<file path="src/rtl/uart_rx_pkg.sv">
// uart_rx_pkg: baud-period constants shared with uart_tx, receiver FSM states
// and the half-bit helper used to centre sampling inside each bit.
package uart_rx_pkg;

  // Bit period minus one, in clk cycles, for a 100 MHz system clock.
  localparam logic [15:0] B9600   = 16'd10415;
  localparam logic [15:0] B19200  = 16'd5207;
  localparam logic [15:0] B57600  = 16'd1735;
  localparam logic [15:0] B115200 = 16'd867;

  typedef enum logic [2:0] {
    ST_IDLE,
    ST_START,
    ST_DATA,
    ST_STOP,
    ST_BREAK
  } rx_state_e;

  // Half of a full bit period (BAUDRATE+1 clocks), rounded down.
  function automatic logic [15:0] half_period(input logic [15:0] baudrate);
    logic [16:0] full;
    full = {1'b0, baudrate} + 17'd1;
    return full[16:1];
  endfunction

endpackage

</file>
<file path="src/rtl/uart_rx_sync.sv">
// uart_rx_sync: two-flop synchroniser for the asynchronous rx pin.
// Both stages reset to 1 so a reset never looks like a start bit.
module uart_rx_sync
  import uart_rx_pkg::*;
(
  input  logic clk,
  input  logic rstn,
  input  logic rx,
  output logic rx_s
);

  logic meta_q, meta_d;
  logic sync_q, sync_d;

  // Shift the pin through the two synchroniser stages.
  always_comb begin
    meta_d = rx;
    sync_d = meta_q;
  end

  // Synchroniser registers, idle-high after reset.
  always_ff @(posedge clk) begin
    if (!rstn) begin
      meta_q <= 1'b1;
      sync_q <= 1'b1;
    end else begin
      meta_q <= meta_d;
      sync_q <= sync_d;
    end
  end

  assign rx_s = sync_q;

endmodule

</file>
<file path="src/rtl/uart_rx.sv">
// uart_rx: 8N1 receiver. Validates the start bit at half a bit period,
// samples 8 data bits LSB-first at mid-bit, checks the stop bit and hands
// the byte to the consumer through a valid/ack handshake.
module uart_rx
  import uart_rx_pkg::*;
#(
  parameter logic [15:0] BAUDRATE = B9600
)
(
  input  logic       clk,
  input  logic       rstn,
  input  logic       rx,
  input  logic       ack,
  output logic [7:0] data,
  output logic       valid,
  output logic       frame_err,
  output logic       overrun,
  output logic       busy
);

  localparam logic [15:0] HALF_LOAD = half_period(BAUDRATE) - 16'd1;

  logic        rx_s;
  rx_state_e   state_q, state_d;
  logic [15:0] cnt_q, cnt_d;
  logic [2:0]  bit_idx_q, bit_idx_d;
  logic [7:0]  shreg_q, shreg_d;
  logic [7:0]  data_q, data_d;
  logic        valid_q, valid_d;
  logic        frame_err_q, frame_err_d;
  logic        overrun_q, overrun_d;
  logic        deliver;

  uart_rx_sync u_sync (
    .clk  (clk),
    .rstn (rstn),
    .rx   (rx),
    .rx_s (rx_s)
  );

  // Next-state logic: bit timing, shifting, stop check and the consumer handshake.
  always_comb begin
    state_d     = state_q;
    cnt_d       = cnt_q;
    bit_idx_d   = bit_idx_q;
    shreg_d     = shreg_q;
    data_d      = data_q;
    valid_d     = valid_q;
    overrun_d   = overrun_q;
    frame_err_d = 1'b0;
    deliver     = 1'b0;

    if (ack && valid_q) begin
      valid_d   = 1'b0;
      overrun_d = 1'b0;
    end

    case (state_q)
      ST_IDLE: begin
        if (!rx_s) begin
          state_d = ST_START;
          cnt_d   = HALF_LOAD;
        end
      end
      ST_START: begin
        if (cnt_q == 16'd0) begin
          if (!rx_s) begin
            state_d   = ST_DATA;
            bit_idx_d = 3'd0;
            cnt_d     = BAUDRATE;
          end else begin
            state_d = ST_IDLE;
          end
        end else begin
          cnt_d = cnt_q - 16'd1;
        end
      end
      ST_DATA: begin
        if (cnt_q == 16'd0) begin
          shreg_d = {rx_s, shreg_q[7:1]};
          cnt_d   = BAUDRATE;
          if (bit_idx_q == 3'd7) begin
            state_d = ST_STOP;
          end else begin
            bit_idx_d = bit_idx_q + 3'd1;
          end
        end else begin
          cnt_d = cnt_q - 16'd1;
        end
      end
      ST_STOP: begin
        if (cnt_q == 16'd0) begin
          if (rx_s) begin
            deliver = 1'b1;
            state_d = ST_IDLE;
          end else begin
            frame_err_d = 1'b1;
            state_d     = ST_BREAK;
          end
        end else begin
          cnt_d = cnt_q - 16'd1;
        end
      end
      ST_BREAK: begin
        if (rx_s) begin
          state_d = ST_IDLE;
        end
      end
      default: begin
        state_d = ST_IDLE;
      end
    endcase

    if (deliver) begin
      if (!valid_q || ack) begin
        data_d  = shreg_q;
        valid_d = 1'b1;
      end else begin
        overrun_d = 1'b1;
      end
    end
  end

  // State and datapath registers; reset clears any partial frame.
  always_ff @(posedge clk) begin
    if (!rstn) begin
      state_q     <= ST_IDLE;
      cnt_q       <= 16'd0;
      bit_idx_q   <= 3'd0;
      shreg_q     <= 8'd0;
      data_q      <= 8'd0;
      valid_q     <= 1'b0;
      frame_err_q <= 1'b0;
      overrun_q   <= 1'b0;
    end else begin
      state_q     <= state_d;
      cnt_q       <= cnt_d;
      bit_idx_q   <= bit_idx_d;
      shreg_q     <= shreg_d;
      data_q      <= data_d;
      valid_q     <= valid_d;
      frame_err_q <= frame_err_d;
      overrun_q   <= overrun_d;
    end
  end

  assign data      = data_q;
  assign valid     = valid_q;
  assign frame_err = frame_err_q;
  assign overrun   = overrun_q;
  assign busy      = (state_q != ST_IDLE);

endmodule

</file>
<file path="config.mk">
export PLATFORM = sky130hd
export DESIGN_NAME = uart_rx
export DESIGN_NICKNAME = d
export VERILOG_FILES = /design/src/rtl/uart_rx_pkg.sv /design/src/rtl/uart_rx_sync.sv /design/src/rtl/uart_rx.sv
export SDC_FILE = /design/constraint.sdc
export NUM_CORES = 1
export LEC_CHECK = 0
export ABC_CLOCK_PERIOD_IN_PS = 2600
export CELL_PAD_IN_SITES_DETAIL_PLACEMENT = 0
export CELL_PAD_IN_SITES_GLOBAL_PLACEMENT = 1
export CORE_ASPECT_RATIO = 1.1
export CORE_MARGIN = 2
export CORE_UTILIZATION = 27
export DETAILED_ROUTE_END_ITERATION = 8
export PLACE_DENSITY = 0.5
export SETUP_SLACK_MARGIN = 0.15
export SYNTH_ARGS = -nofsm -noshare
export SYNTH_HDL_FRONTEND = slang
export SYNTH_SLANG_ARGS = --single-unit
</file>
<file path="constraint.sdc">
create_clock -name clk -period 2.6 [get_ports clk]
set_input_delay 0.39 -clock clk [delete_from_list [all_inputs] [get_ports clk]]
set_output_delay 0.39 -clock clk [all_outputs]
set_load 0.01 [all_outputs]
</file>
==> summary.txt <==
routed len/inst = 15.3 um
Die Width = 92.4 um
critical path class = reg2out
Distinct cells, synth = 51
top-count cell post-synth = dfxtp_1
min-delay src = u_sync.meta_q$_SDFF_PN1_
FFs w/ async S/R, synth = 0%
Initial Util = 27.7%
DR iter-0 viols = 97
Longest Clk Path Bufs = 2
# H-tree levels = 2
clk slew on worst S/H paths = 0.08 ns
Core ar. = 8360 um^2
clock skew = 0.0144 ns
mapped cell area = 2320 um^2
IO buf count = 15
Area growth, synth to finish = 18.9%
initial antenna violation count = 0
vias in the first global route = 1935
minimum clock period = 2.23 ns
Synth warnings = 0
clk_lat worst skew = 0.30 ns
Max Clk Rate = 449 MHz
CP Launch Point = state_q[2]$_SDFFE_PN0P_
routability cong. = 0.827
Peak VDD IR = 0.187 mV
setup slack, reg-to-reg = 0.40 ns
Pins Over Slew Limit = 0
dpl ws = 0.358 ns
number of buffers created by CTS = 5
crit start category = register
most area-consuming cells after synthesis = dfxtp_1, mux2i_1, nor2b_1
worst hold-check path type = reg2reg
maxcap violations = 0
hold_buf cts = 0
drt drc = 0
Post-Route WL = 5910 um
Post-synth top cells = dfxtp_1, mux2i_1, nor2_1, nand2_1, nor2b_1
post-route cell area = 2760 um^2
post-DP HPWL = 4310 um
Syn Nets = 264
reg-to-reg critical path startpoint = cnt_q[0]$_SDFFE_PN0P_
Core Util, Final = 33.0%
Clock Sink Count = 43
PwrDens = 686 nW/um^2
Placed Area = 2620 um^2
Post-Synthesis Cells = 256
DIE HEIGHT = 101 um
Worst Slack Setup Final = 0.372 ns
row count = 35
post-DR vias/cell = 5.07
worst slew pin tran = 0.698 ns
critical-path maximum fanout = 16
share of cells above drive strength 1 = 11.3%
CTS tree = done
Critical Path AT = 1.84 ns
critical path endpoint category = output port
Lkg Pwr = 0.000886 uW
R2R cell count = 9
Tcrit/Tclk final = 85.7%
Setup crit end = busy
RSZ-0062 raised after global routing = false
root buf cell = clkbuf_8
Vias = 1951
Synth Flop Type = dfxtp_1
# diodes = 0
Antenna Violating Nets Remaining = 0
largest net degree at the start of global routing = 27
number of synthesized flops with an enable pin = 0
global router's overall resource usage = 13.5%
DR pass1 iterations = 4
sequential share of the synthesized area = 37.1%
final setup TNS = 0 ns
Hold Fails Final Rpt = 0
Post-CTS Setup Bufs = 0
final net count = 281
Crit path required time = 2.21 ns
Max transition margin = 53.0%
post-synthesis area per instance = 9.06 um^2
total gr overflow = 0
die area = 9350 um^2
Synth area leader = dfxtp_1
post_cts resized = 0
register bit count reported by yosys = 43
reg2reg end = shreg_q[0]$_SDFFE_PN0P_
status = finished clean
Setup-failing EPs final = 0
smallest hold slack = 0.414 ns
share of the synthesized area in the top cell type = 37.1%
I/O pin cnt = 16
first-pass GRT wire length = 9910 um
## logic make-up (layout without fill, tap and decap cells)
logic type	after synthesis	count (layout)	share of synthesized area, %
AOI/OAI and AO/OA	54	54	17.1
buffers and inverters	24	42	4.15
adders and majority gates	4	4	2.16
muxes	20	20	8.63
xor gates and xnor gates	1	1	0.378
and+or+nand+nor	110	110	30.5
DFF	43	43	37.1
## how the worst min path moves through the flow
stage / to / depth (start not counted)
5_1_grt: u_sync.rx_s$_SDFF_PN1_ / 1
4_1_cts: u_sync.rx_s$_SDFF_PN1_ / 1
2_1_floorplan: u_sync.rx_s$_SDFF_PN1_ / 1
6_report: u_sync.rx_s$_SDFF_PN1_ / 1
3_5_place_dp: u_sync.rx_s$_SDFF_PN1_ / 1
3_3_place_gp: u_sync.rx_s$_SDFF_PN1_ / 1
## worst max-delay path, cell delays in order, from the launching register on
cell and delay (ns):
dfxtp_1 0.75, or3_1 0.24, clkdlybuf4s50_1 0.55
## area by class of cell
| cell class | instances | area (um^2) |
|---|---|---|
| fillers | 883 | 5610 |
| repair buffers | 25 | 225 |
| multi-input cells | 189 | 1360 |
| flip-flops and latches | 43 | 861 |
| clock buffers | 5 | 68.8 |
| clock inverters | 3 | 67.6 |
| inverters | 9 | 33.8 |
| well taps | 111 | 139 |
## metrics by stage
| step | power (uW) | cells |
|---|---|---|
| after floorplan | 1140 | 256 |
| after global placement | 1290 | 377 |
| after detailed placement | 1280 | 377 |
| after CTS | 1920 | 385 |
| after global routing | 2000 | 385 |
| final | 1890 | 385 |
## per-layer routing
layer / vias up / global-route usage (%) / routed length (um)
met5: - / 0 / 0
met4: 0 / 4.59 / 85
met3: 7 / 2.53 / 110
met2: 19 / 24.6 / 2970
met1: 949 / 16.0 / 2740
li1: 976 / - / -
## flip-flops by register name, indices dropped and copies added, names as in the netlist
name / count
cnt_q: 16
u_sync.meta_q: 1
u_sync.rx_s: 1
bit_idx_q: 3
state_q: 3
shreg_q: 8
data: 8
frame_err: 1
valid: 1
overrun: 1
## cells in the final DEF, fill, tap and decap left out, types with 5 or more instances in the layout
master / instances
nand2_1: 18
nand4_1: 6
inv_1: 9
a21oi_1: 7
nand2b_1: 8
a31oi_1: 8
nor3_1: 8
clkbuf_8: 5
a32oi_1: 6
o21ai_0: 7
nor2_1: 20
nor2b_1: 18
mux2i_1: 20
clkdlybuf4s50_1: 15
nor4_1: 7
dfxtp_1: 43
buf_4: 10
## power breakdown
group / total (uW) / internal (uW) / switching [uW]
Combinational: 528 / 178 / 349
Clock: 629 / 383 / 246
Sequential: 736 / 690 / 45.3
Total: 1890 / 1250 / 641
(Power assumes the default switching activity.)
